## src/rtl/reg_force_arbiter.sv

```systemverilog
// Shared WIDTH-bit register that normally captures din every cycle.
// Requesters can take a time-limited, round-robin override lease that forces the register to their value.
module reg_force_arbiter #(
   parameter int WIDTH    = 8,
   parameter int NREQ     = 4,
   parameter int MAX_HOLD = 16
) (
   input  logic                   clk,
   input  logic                   rst,
   input  logic [WIDTH-1:0]       din,
   input  logic [NREQ-1:0]        req,
   input  logic [NREQ*WIDTH-1:0]  force_val,
   output logic [NREQ-1:0]        gnt,
   output logic [WIDTH-1:0]       q,
   output logic                   busy,
   output logic                   expired
);

   localparam int PW = $clog2(NREQ);
   localparam int CW = $clog2(MAX_HOLD + 1);

   typedef enum logic [1:0] {IDLE, GRANT, RELEASE} state_t;

   state_t            state, state_nxt;
   logic [PW-1:0]     ptr, ptr_nxt;
   logic [PW-1:0]     sel, sel_nxt;
   logic [CW-1:0]     cnt, cnt_nxt;
   logic [NREQ-1:0]   gnt_nxt;
   logic [WIDTH-1:0]  q_nxt;
   logic              busy_nxt;
   logic              expired_nxt;
   logic [PW-1:0]     pick;
   logic              pick_valid;
   logic [WIDTH-1:0]  fv [NREQ];

   for (genvar g = 0; g < NREQ; g++) begin : g_fv
      assign fv[g] = force_val[g*WIDTH +: WIDTH];
   end

   // Round-robin pick: first set request scanning upward from ptr, wrapping at NREQ.
   always_comb begin
      int            idx;
      logic [PW-1:0] idx_p;
      pick       = '0;
      pick_valid = 1'b0;
      idx        = 0;
      idx_p      = '0;
      for (int i = 0; i < NREQ; i++) begin
         idx = int'(ptr) + i;
         if (idx >= NREQ) idx = idx - NREQ;
         idx_p = PW'(idx);
         if (!pick_valid && req[idx_p]) begin
            pick       = idx_p;
            pick_valid = 1'b1;
         end
      end
   end

   always_comb begin
      state_nxt   = state;
      ptr_nxt     = ptr;
      sel_nxt     = sel;
      cnt_nxt     = cnt;
      gnt_nxt     = gnt;
      q_nxt       = q;
      expired_nxt = 1'b0;
      case (state)
         IDLE: begin
            gnt_nxt = '0;
            if (pick_valid) begin
               state_nxt     = GRANT;
               gnt_nxt[pick] = 1'b1;
               q_nxt         = fv[pick];
               cnt_nxt       = CW'(1);
               sel_nxt       = pick;
               ptr_nxt       = (pick == PW'(NREQ - 1)) ? '0 : pick + PW'(1);
            end else begin
               q_nxt = din;
            end
         end
         GRANT: begin
            // A dropped request wins over a simultaneous timeout, so no expired pulse then.
            if (!req[sel]) begin
               state_nxt = RELEASE;
               gnt_nxt   = '0;
               q_nxt     = din;
            end else if (cnt == CW'(MAX_HOLD)) begin
               state_nxt   = RELEASE;
               gnt_nxt     = '0;
               q_nxt       = din;
               expired_nxt = 1'b1;
            end else begin
               q_nxt   = fv[sel];
               cnt_nxt = cnt + CW'(1);
            end
         end
         RELEASE: begin
            state_nxt = IDLE;
            gnt_nxt   = '0;
            q_nxt     = din;
         end
         default: begin
            state_nxt = IDLE;
            gnt_nxt   = '0;
         end
      endcase
      busy_nxt = (state_nxt != IDLE);
   end

   always_ff @(posedge clk or negedge rst) begin
      if (!rst) begin
         state   <= IDLE;
         ptr     <= '0;
         sel     <= '0;
         cnt     <= '0;
         gnt     <= '0;
         q       <= '0;
         busy    <= 1'b0;
         expired <= 1'b0;
      end else begin
         state   <= state_nxt;
         ptr     <= ptr_nxt;
         sel     <= sel_nxt;
         cnt     <= cnt_nxt;
         gnt     <= gnt_nxt;
         q       <= q_nxt;
         busy    <= busy_nxt;
         expired <= expired_nxt;
      end
   end

endmodule
```

## config.mk

```make
export PLATFORM = sky130hd
export DESIGN_NAME = reg_force_arbiter
export DESIGN_NICKNAME = d
export VERILOG_FILES = /design/src/rtl/reg_force_arbiter.sv
export SDC_FILE = /design/constraint.sdc
export NUM_CORES = 1
export LEC_CHECK = 0
export BUFFER_PORTS_ARGS = -buffer_cell sky130_fd_sc_hd__clkbuf_2
export CAP_MARGIN = 20
export CORE_MARGIN = 8
export CORE_UTILIZATION = 53
export CTS_CLUSTER_DIAMETER = 80
export CTS_CLUSTER_SIZE = 30
export DETAILED_ROUTE_END_ITERATION = 8
export PLACE_DENSITY = 0.81
export SYNTH_ARGS = -nofsm -noshare
export SYNTH_HDL_FRONTEND = slang
export SYNTH_SLANG_ARGS = --single-unit
```

## constraint.sdc

```tcl
create_clock -name clk -period 2.15 [get_ports clk]
set_clock_uncertainty 0.1 [all_clocks]
set_input_delay 0.3225 -clock clk [delete_from_list [all_inputs] [get_ports clk]]
set_output_delay 0.3225 -clock clk [all_outputs]
set_load 0.05 [all_outputs]
```

# == Word level (Yosys, flattened, before mapping) ==
# Index checks and enable logic that the tools add are counted.
# totals
word_cells,103
regBits,25
input_bits,46
# classes
bitwise,2
magnitude_cmp,13
n_reduce_logical,13
n_addsub,9
n_eq_ne,8
n_mux,50
# op_table
operator,count
$mux W8,7
$bmux W8 S2,2
$mux W2,12
$pmux W8 S3,1
$lt A2 B3 Y1 const B,6
$ge A3 B3 Y1 const B,5
$mux W5,3
$mux W1,13
$mux W4,3
$bmux W1 S2,5
$pmux W5 S2,1
$pmux W4 S2,1
$sub A2 B1 Y2 const B,4
$add A2 B2 Y3 const B,2
$ne A2 B2 Y1 const B,3
$not A2 Y3,2
$add A5 B1 Y5 const B,1
$eq A5 B5 Y1 const B,1
$eq A2 B2 Y1 const B,2
$logic_and A1 B1 Y1,4
$pmux W2 S2,1
$reduce_and A4 Y1,1
$reduce_bool A2 Y1,2
$add A2 B1 Y3 const B,1
other kinds (10),12

# == Depth between registers and ports, before layout ==
# Gate-level depths: netlist of the first run.
# logic_depth
depth_word,20
ltp_mapped,8
ltp_nobuf,7

# == Worst setup path after synthesis of the first run ==
# OpenSTA, ideal clock, no wires.
# synth_timing
path_kind,register -> register
from,register sel[1]
to,register state[0]
setup_slack_ps,310
path_stages_with_launch,7
arrival_time_ps,1613
required_ps,1923
period_less_slack_ps,1840
n_path_buf,1
path_cell_list,dfrtp_1 -> mux4_2 -> a21o_1 -> and3_4 -> buf_6 -> o21ai_1 -> nand2_1
# synth_between
elab_chain_cells,4
# synth_rtl
element,line_no,text
from (decl),26,"logic [PW-1:0] sel, sel_nxt;"
from (signal assigned),123,sel <= sel_nxt;
$bmux W1 S2,83,if (!req[sel]) begin
$mux W1 (not written as such),83,
$mux W2,83,
$pmux W2 S2,67,case (state)
named net state_nxt[0],24,"state_t state, state_nxt;"
to (signal assigned),121,state <= state_nxt;
to (decl),24,
# The timed path passes the listed nets, and every way through them passes these cells. The select of a mux whose other input is x is not followed.
# A chain may end at the register's enable or synchronous reset.

# == Worst setup path after layout of the first run ==
# layout_timing
from,register sel[1]
to,register q[3]
# layout_between
elab_chain_cells,7
elab_cells_between_ends,9
cone_classes,8 x mux; 1 x bitwise
# layout_rtl
element,line_no,text
$not A2 Y3 (not written as such),93,q_nxt = fv[sel];
$bmux W8 S2,93,
$mux W8 (not written as such) (2 in series),93,
$mux W8,87,end else if (cnt == CW'(MAX_HOLD)) begin
$mux W8 *,83,
$pmux W8 S3 *,67,
to (signal assigned),126,q <= q_nxt;
to (decl),14,"output logic [WIDTH-1:0] q,"
# Mark *: on every way between the ends. The rest lies on a longest branch, timed or not. The select of a mux whose other input is x is not followed.

==> results of run 1 <==
[worst paths after layout]
check	to	slack, ns	from	cells past startpoint
max in group asynchronous	expired	1.00	rst	2
min in group asynchronous	q[6]	0.51	rst	2
min	q[5]	0.30	din[5]	4
max	q[3]	0.22	sel[1]	5
min reg2reg	gnt[0]	0.39	gnt[0]	2
max reg2reg	q[3]	0.22	sel[1]	5
[registers in the layout (all words and copies together), names as in the netlist]
name,count
q,8
state,2
expired,1
gnt,4
cnt,5
busy,1
sel,2
ptr,2
[synth_stat cells (2+ instances only)]
master and instances:
nand2_1 30, o21ai_0 28, dfrtp_1 25, nor2_1 18, a21oi_1 17, nand3_1 17, ha_1 10, mux4_2 9
a21boi_0 8, inv_1 8, mux2i_1 8, o22ai_1 7, o31a_1 7, clkbuf_1 6, o21ai_1 5, and3_1 4
nor2b_1 4, a21o_1 3, buf_2 3, nand4_1 3, xor2_1 3, a21oi_2 2, nand2b_1 2
[critical path, delay by kind of cell (launching register included)]
kind             cells  cell delay [ns]
multiplexers         1             0.55
AO/OA/AOI/OAI        3             0.55
flip-flops           1             0.38
AND/OR/NAND/NOR      1             0.24
[logic make-up (layout without fill, tap and decap cells)]
logic type      after synthesis  after routing
fa+ha+maj                    10             10
mux                          18             18
xor+xnor                      3              3
buf+inv                      20             86
simple gates                 86             86
compound gates               87             87
flops                        25             25
[cell type report]
class,instances,area share (%)
clock inverter,1,0.291
clock buffer,3,1.60
multi-input combinational,204,54.3
sequential,25,24.3
inverter,8,1.17
tap,50,2.43
timing repair buffer,74,15.9
[what timing repair did]
action	in CTS	in global routing
hold buffers	1	0
endpoints found under the setup margin	0	0
hold endpoints to repair	25	0
[routing by layer]
| layer | up-vias | GRT usage (%) | share of wire (%) |
|---|---|---|---|
| met2 | 84 | 32.9 | 48 |
| li1 | 1056 | - | - |
| met4 | 0 | 6.48 | 0.70 |
| met3 | 2 | 3.05 | 6.6 |
| met5 | - | 0 | 0 |
| met1 | 1003 | 25.5 | 45 |
[report_power, final]
group / internal [mW] / switching, mW / total (mW)
registers: 0.685 / 0.162 / 0.847
logic: 1.07 / 1.67 / 2.74
clock network: 0.132 / 0.167 / 0.299
total: 1.89 / 2.00 / 3.89
==> flow_summary.toml, run 1 <==
[synth]
syn-num-nets = 305
ys_seq_area_share_pct = 29.6
synth_compound_area_share_pct = 25.9
synth_top_area_share_pct = 29.6
synth_top_family_by_area = "compound AO/OA/AOI/OAI gates"
yosys-top-cells-area = "dfrtp_1 (30%), mux4_2 (9.6%), o21ai_0 (6.6%), ha_1 (5.9%), nand2_1 (5.3%)"
syn_area_sq_um = 2120
synthAdderAreaFrac_pct = 5.91
synth_area_per_cell_sq_um = 8.50
syn_inst = 249
synth-xor-area-share_pct = 1.24
synth.distinct_cells = 45
synth-seq-cells = 25
synth-simple-area-share_pct = 19.2
synth_area_leader_cell = "dfrtp_1"
synth_flop_cell = "dfrtp_1"
yosysWarnings = 0
async_flop_share_pct = 100
synth-edff-count = 0
muxShareOfSynthArea_pct = 13.9

[run_status]
status = "finished, final reports clean"

[sta]
rsz0062_at_grt = "false"
maxSlewViolCount = 0
fmax_ghz = 0.517
hold_ws_ns = 0.299
min_period_over_period_pct = 89.9
period_minus_slack_ns = 1.93
setup-violations-final = 0
tns_ns = 0
hold_viol_final = 0
tightest_slew_ns = 0.678
setup_slack_ns = 0.218
relSlewSlack_pct = 54.8

[clock_tree]
cts_setup_buffers = 0
cts.clk_slew.worst_paths_ns = 0.10
clkSinkCount = 25
htree_levels = 1
root_buffer = "clkbuf_8"
cts.path.max_buffers = 2
clk_latency_ns = 0.27
cts_tree = "yes"
numCtsBuffers = 3
cts_resized = 0

[routing]
wl_per_cell_um = 16.7
ant_nets = 0
vias_per_cell = 5.88
drt_iter0_markers = 239
drt_pass1_iterations = 4
vias = 2145
totalWireLength_mm = 6.11
drc = 0

[grt]
grt_usage_pct = 19.8
grt_pass1_wl_mm = 10.1
gr-total-overflow = 0
first_global_vias = 2149
grt_max_degree = 26
antenna_found_initial = 0

[final_layout]
regArea_sq_um = 626
instances_no_fill = 365
drive_gt1_share_pct = 30.2
area_delta_synth_final_pct = 21.8
final_common_cell = "clkbuf_2"
fin_util_pct = 65.9
final_cell_mix = "clkbuf_2 (59), nand2_1 (30), o21ai_0 (28)"
multi_input_area_sq_um = 1400
antenna_cells = 0
nets = 372
fill_cells = 353
stdcell_area_sq_um = 2580

[pwr]
finalPower_mw = 3.89
ir_drop_uv = 821
powerDensity_nw_per_um2 = 1510
p_leak_nw = 1.20

[floorplanning]
die_x_um = 79.2
coreArea_sq_um = 3910
row_count = 23
fp.dieH_um = 79.2
die-area_sq_um = 6270
start_util_pct = 54.1
pin_count = 60

[placed_design]
placed_cells = 360
io_buffers = 59
post_dp_cell_area_sq_um = 2520
place_hpwl_mm = 4.67
pre_cts_ws_ns = 0.146
place_congestion = 0.875

[worst_setup_path]
worst_ep_arrival_time_ns = 1.99
cp_slowest_cell = "mux4_2"
crit_type = "reg2reg"
crit_path_end_kind = "flip-flop"
crit_path_max_incr_delay_ns = 0.55
critPathMaxFanout = 11
start_kind = "flip-flop"
critPathRequiredTime_ns = 2.20
path_cells = "mux4_2 > a21o_1 > and3_4 > a221oi_2 > a311oi_1"

[hold_path]
hold_class = "in2reg"

[run]
cap_violations = 0
(Power assumes the default switching activity.)
==> run 2: changes to the inputs <==
--- a/config.mk
+++ b/config.mk
@@ -7,12 +7,13 @@
 export LEC_CHECK = 0
 export BUFFER_PORTS_ARGS = -buffer_cell sky130_fd_sc_hd__clkbuf_2
 export CAP_MARGIN = 20
+export CORE_ASPECT_RATIO = 0.8
 export CORE_MARGIN = 8
-export CORE_UTILIZATION = 53
+export CORE_UTILIZATION = 48
 export CTS_CLUSTER_DIAMETER = 80
 export CTS_CLUSTER_SIZE = 30
 export DETAILED_ROUTE_END_ITERATION = 8
-export PLACE_DENSITY = 0.81
+export PLACE_DENSITY = 0.77
 export SYNTH_ARGS = -nofsm -noshare
 export SYNTH_HDL_FRONTEND = slang
 export SYNTH_SLANG_ARGS = --single-unit
==> constraint.sdc (replaced) <==
create_clock -name clk -period 1.7 [get_ports clk]
set_clock_uncertainty 0.1 [all_clocks]
set_input_delay 0.255 -clock clk [delete_from_list [all_inputs] [get_ports clk]]
set_output_delay 0.255 -clock clk [all_outputs]
set_load 0.05 [all_outputs]
==> run 2 against run 1 <==
Compared with the run above:
- the flow now finishes with violations (setup timing)
- global-route usage is 0.074 points higher
- sequential power is 28% higher
- combinational power is 55% higher
- core utilization is 5.3 points higher
- worst setup slack worse by 0.38 ns
- die area is 8.5% higher
- sequential cell count stayed put
- power is 47% higher
- critical path type unchanged
- largest power group unchanged
- highest routed layer unchanged
==> flow_summary.toml, run 2 (synthesis results as in run 1) <==
[worst_setup_path]
worst_ep_arrival_time_ns = 1.91
crit_path_end_kind = "flip-flop"
start_kind = "flip-flop"
crit_type = "reg2reg"
path_cells = "mux4_2 > a21o_1 > and3_4 > a221oi_2 > a311oi_1"
cp_slowest_cell = "mux4_2"
critPathMaxFanout = 4
critPathRequiredTime_ns = 1.74
crit_buf_inv = 0
crit_path_max_incr_delay_ns = 0.54
critPathTopFamily = "multiplexers"

[sta]
tightest_slew_ns = 0.705
tns_ns = -1.50
hold_viol_final = 0
min_period_over_period_pct = 110
relSlewSlack_pct = 53.0
period_minus_slack_ns = 1.86
setup_slack_ns = -0.162
rsz0062_at_grt = "true"
maxSlewViolCount = 0
setup-violations-final = 17
fmax_ghz = 0.537

[final_layout]
top_register = "q"
reg_top3 = "q: 8 flops, cnt: 5 flops, gnt: 4 flops"
final_cell_mix = "clkbuf_2 (59), buf_4 (34), o21ai_0 (27)"
nets = 402
largest_register_ffs = 8
final_common_cell = "clkbuf_2"
antenna_cells = 0
area_delta_synth_final_pct = 41.3
stdcell_area_sq_um = 2990
drive_gt1_share_pct = 43.2

[clock_tree]
root_buffer = "clkbuf_8"
cts.path.max_buffers = 2
numCtsBuffers = 3
cts.clk_slew.worst_paths_ns = 0.09
clk_latency_ns = 0.27
clkSinkCount = 25
htree_levels = 1
cts_tree = "yes"

[floorplanning]
row_count = 21
die-area_sq_um = 6800
die_x_um = 90.2
start_util_pct = 50.3
pin_count = 60
coreArea_sq_um = 4200
fp.dieH_um = 75.4

[routing]
ant_nets = 0
wl_per_cell_um = 17.3
vias = 2373
vias_per_cell = 5.90
drt_pass1_iterations = 4
drt_iter0_markers = 337
totalWireLength_mm = 6.94
drc = 0

[run_status]
status = "finished with violations"
violations = "setup timing"

[grt]
gr-total-overflow = 0
grt_usage_pct = 19.9
first_global_vias = 2254
antenna_found_initial = 0
grt_pass1_wl_mm = 11.0
grt_max_degree = 26

[run]
cap_violations = 0

[placed_design]
io_buffers = 59
post_dp_cell_area_sq_um = 2730
place_hpwl_mm = 5.10
place_congestion = 0.951
pre_cts_ws_ns = -0.246

[pwr]
finalPower_mw = 5.70
ir_drop_uv = 1060
powerDensity_nw_per_um2 = 1910
p_leak_nw = 1.39

[hold_path]
hold_class = "in2reg"
-- run 2: path summary, 6_finish.rpt --
path                         from     end  slack (ns)  cells past startpoint
max                        sel[1]    q[3]       -0.16                      5
min                        din[5]    q[5]        0.23                      4
max reg2reg                sel[1]    q[3]       -0.16                      5
min reg2reg                gnt[2]  gnt[2]        0.40                      2
max in group asynchronous     rst  ptr[0]        0.53                      2
min in group asynchronous     rst    q[7]        0.48                      2
-- run 2: worst reg2reg max path, delay by kind of cell, from the launching register on --
family,cells,cell delay [ns]
flops,1,0.38
mux,1,0.54
simple gates,1,0.19
compound gates,3,0.53
-- run 2: what timing repair did --
item                                    CTS  global route
setup buffers                             4             1
endpoints found under the setup margin   17            20
hold endpoints to repair                 25             0
gates resized for setup                  11            36
gates cloned                              0             1
hold buffers                              1             0
pin swaps                                 7            11
-- run 2: layer usage --
metal / vias up / GRT usage, % / wire, um
met4: 0 / 5.15 / 80
met1: 1134 / 26.3 / 3000
met3: 9 / 3.25 / 560
met2: 121 / 33.4 / 3300
li1: 1109 / - / -
met5: - / 0 / 0
-- run 2: stage by stage --
step | utilization (%) | hold slack [ns] | cells
after floorplan | - | -0.141 | 249
after global placement | 64.9 | 0.218 | 392
after detailed placement | 64.9 | 0.225 | 392
after CTS | 68.2 | 0.235 | 401
after global routing | 71.1 | 0.258 | 402
final | 71.1 | 0.232 | 402
-- run 2: layout make-up --
type                            count  area, sq um
Clock buffer                        4         45.0
Fill cell                         338         1210
Inverter                            8         30.0
Multi-Input combinational cell    204         1540
Sequential cell                    25          627
Tap cell                           57         71.3
Timing Repair Buffer              104          682
-- run 2: power breakdown --
group	switching [mW]	total, mW	internal [mW]
Sequential	0.208	1.08	0.869
Clock	0.198	0.366	0.168
Combinational	2.40	4.26	1.85
Total	2.81	5.70	2.89
==> run 3: changes to the inputs <==
--- a/config.mk
+++ b/config.mk
@@ -8,12 +8,12 @@
 export BUFFER_PORTS_ARGS = -buffer_cell sky130_fd_sc_hd__clkbuf_2
 export CAP_MARGIN = 20
 export CORE_ASPECT_RATIO = 0.8
-export CORE_MARGIN = 8
+export CORE_MARGIN = 4
 export CORE_UTILIZATION = 48
 export CTS_CLUSTER_DIAMETER = 80
 export CTS_CLUSTER_SIZE = 30
 export DETAILED_ROUTE_END_ITERATION = 8
-export PLACE_DENSITY = 0.77
+export PLACE_DENSITY = 0.76
 export SYNTH_ARGS = -nofsm -noshare
 export SYNTH_HDL_FRONTEND = slang
 export SYNTH_SLANG_ARGS = --single-unit
==> run 3 against run 2 <==
Compared with the run above:
- the run still ends with setup timing left
- register-to-register slack better by 0.02 ns
- combinational power is 4% lower
- final cell count is 0.75% lower
- global-route usage is 4.1 points higher
- sequential cell count stayed put
- non-clock buffer count is 3 lower
- count of clock-buffer cells in the layout is 1 lower
- via count is 1.1% lower
- first-iteration DRC count is 48% lower
- cell area is 3.2% lower
- sequential share of layout area is 0.65 points higher
- clock power hardly changed
- critical path type unchanged
==> flow_summary.toml, run 3 (synthesis results as in run 1) <==
[final_layout]
top_register = "q"
largest_register_ffs = 8
drive_gt1_share_pct = 37.7
nets = 399
stdcell_area_sq_um = 2900
antenna_cells = 0
area_delta_synth_final_pct = 36.8
final_cell_mix = "clkbuf_2 (59), buf_4 (35), nand2_1 (30)"
final_common_cell = "clkbuf_2"
instances_no_fill = 399
reg_top3 = "q: 8 flops, cnt: 5 flops, gnt: 4 flops"
fill_cells = 338

[clock_tree]
cts.clk_slew.worst_paths_ns = 0.09
clk_latency_ns = 0.27
cts.path.max_buffers = 2
cts_tree = "yes"
htree_levels = 1
root_buffer = "clkbuf_8"
numCtsBuffers = 3
clkSinkCount = 25

[worst_setup_path]
cp_slowest_cell = "dfrtp_1"
crit_buf_inv = 2
worst_ep_arrival_time_ns = 1.90
start_kind = "flip-flop"
critPathMaxFanout = 8
path_cells = "nor2b_2 > or3_4 > buf_4 > a21oi_2 > buf_4 > a21oi_1 > o31a_1"
cp_common_cell = "buf_4"
crit_type = "reg2reg"
crit_path_end_kind = "flip-flop"
critPathRequiredTime_ns = 1.76
crit_path_max_incr_delay_ns = 0.41
critPathTopFamily = "compound AO/OA/AOI/OAI gates"

[pwr]
p_leak_nw = 1.36
finalPower_mw = 5.49
ir_drop_uv = 1010
powerDensity_nw_per_um2 = 1900

[placed_design]
place_hpwl_mm = 4.91
place_congestion = 0.950
post_dp_cell_area_sq_um = 2730
placed_cells = 390
io_buffers = 59

[routing]
drt_iter0_markers = 175
vias = 2347
ant_nets = 0
totalWireLength_mm = 6.45
vias_per_cell = 5.88
drt_pass1_iterations = 4
drc = 0
wl_per_cell_um = 16.2

[run_status]
status = "finished with violations"
violations = "setup timing"

[sta]
maxSlewViolCount = 0
setup_slack_ns = -0.145
min_period_over_period_pct = 109
hold_ws_ns = 0.252
tightest_slew_ns = 0.650
hold_viol_final = 0
rsz0062_at_grt = "true"
fmax_ghz = 0.542
period_minus_slack_ns = 1.85
setup-violations-final = 16
relSlewSlack_pct = 56.6

[floorplanning]
die-area_sq_um = 5540
start_util_pct = 50.0
pin_count = 60
die_x_um = 82.2
coreArea_sq_um = 4230
row_count = 21
fp.dieH_um = 67.4

[hold_path]
hold_class = "in2reg"

[grt]
grt_usage_pct = 24.0
first_global_vias = 2129
gr-total-overflow = 0
antenna_found_initial = 0
grt_max_degree = 26
grt_pass1_wl_mm = 10.2

[run]
cap_violations = 0
==> run 3: changes by cell type in the layout (fill, tap and decap cells not counted), sizes merged <==
cell    delta
buf        -3
clkbuf     -1
clkinv     +1
==> run 3: cell type report <==
cell class / count / area (sq um) / share of cell area (%)
tap: 57 / 71.3 / 2.46
clock inverter: 1 / 5.00 / 0.173
sequential: 25 / 626 / 21.6
timing repair buffer: 101 / 671 / 23.2
multi-input combinational: 204 / 1450 / 50.1
clock buffer: 3 / 41.3 / 1.43
inverter: 8 / 30.0 / 1.04
==> run 3: final timing paths <==
path,startpoint,endpoint,slack [ns],cells after the start
hold reg to reg,gnt[3],gnt[3],0.39,2
max in group asynchronous,rst,q[1],0.61,2
hold / removal,din[0],q[0],0.25,4
min in group asynchronous,rst,q[3],0.46,2
setup reg to reg,ptr[0],q[4],-0.15,7
setup / recovery,ptr[0],q[4],-0.15,7
==> run 3: what timing repair did <==
item	4_1_cts	5_1_grt
pin swaps	5	3
endpoints found under the hold margin	25	0
setup endpoints to repair	17	20
hold buffers	1	0
buffers inserted	2	2
gates resized for setup	9	8
==> run 3: per-layer routing <==
layer,track usage [%],wire length (um)
met1,34.5,2830
met2,38.8,3030
met3,2.93,489
met4,4.77,99
met5,0,0
==> run 3: worst register-to-register path, stage by stage (launching register included) <==
cell	delay [ns]
dfrtp_1	0.41
nor2b_2	0.08
or3_4	0.35
buf_4	0.14
a21oi_2	0.14
buf_4	0.19
a21oi_1	0.07
o31a_1	0.25
==> run 3: metrics by stage <==
step / setup TNS (ns) / setup WS, ns / utilization [%]
4_1_cts: -1.26 / -0.122 / 66.5
3_5_place_dp: -2.44 / -0.250 / 64.4
6_report: -1.46 / -0.145 / 68.4
2_1_floorplan: -0.410 / -0.0998 / -
5_1_grt: -2.53 / -0.200 / 68.4
3_3_place_gp: -1.77 / -0.208 / 64.4
==> run 3: where the power goes <==
part           switching (mW)  total, mW  internal, mW
Combinational            2.31       4.08          1.77
Clock                   0.198      0.363         0.164
Sequential              0.181       1.05         0.866
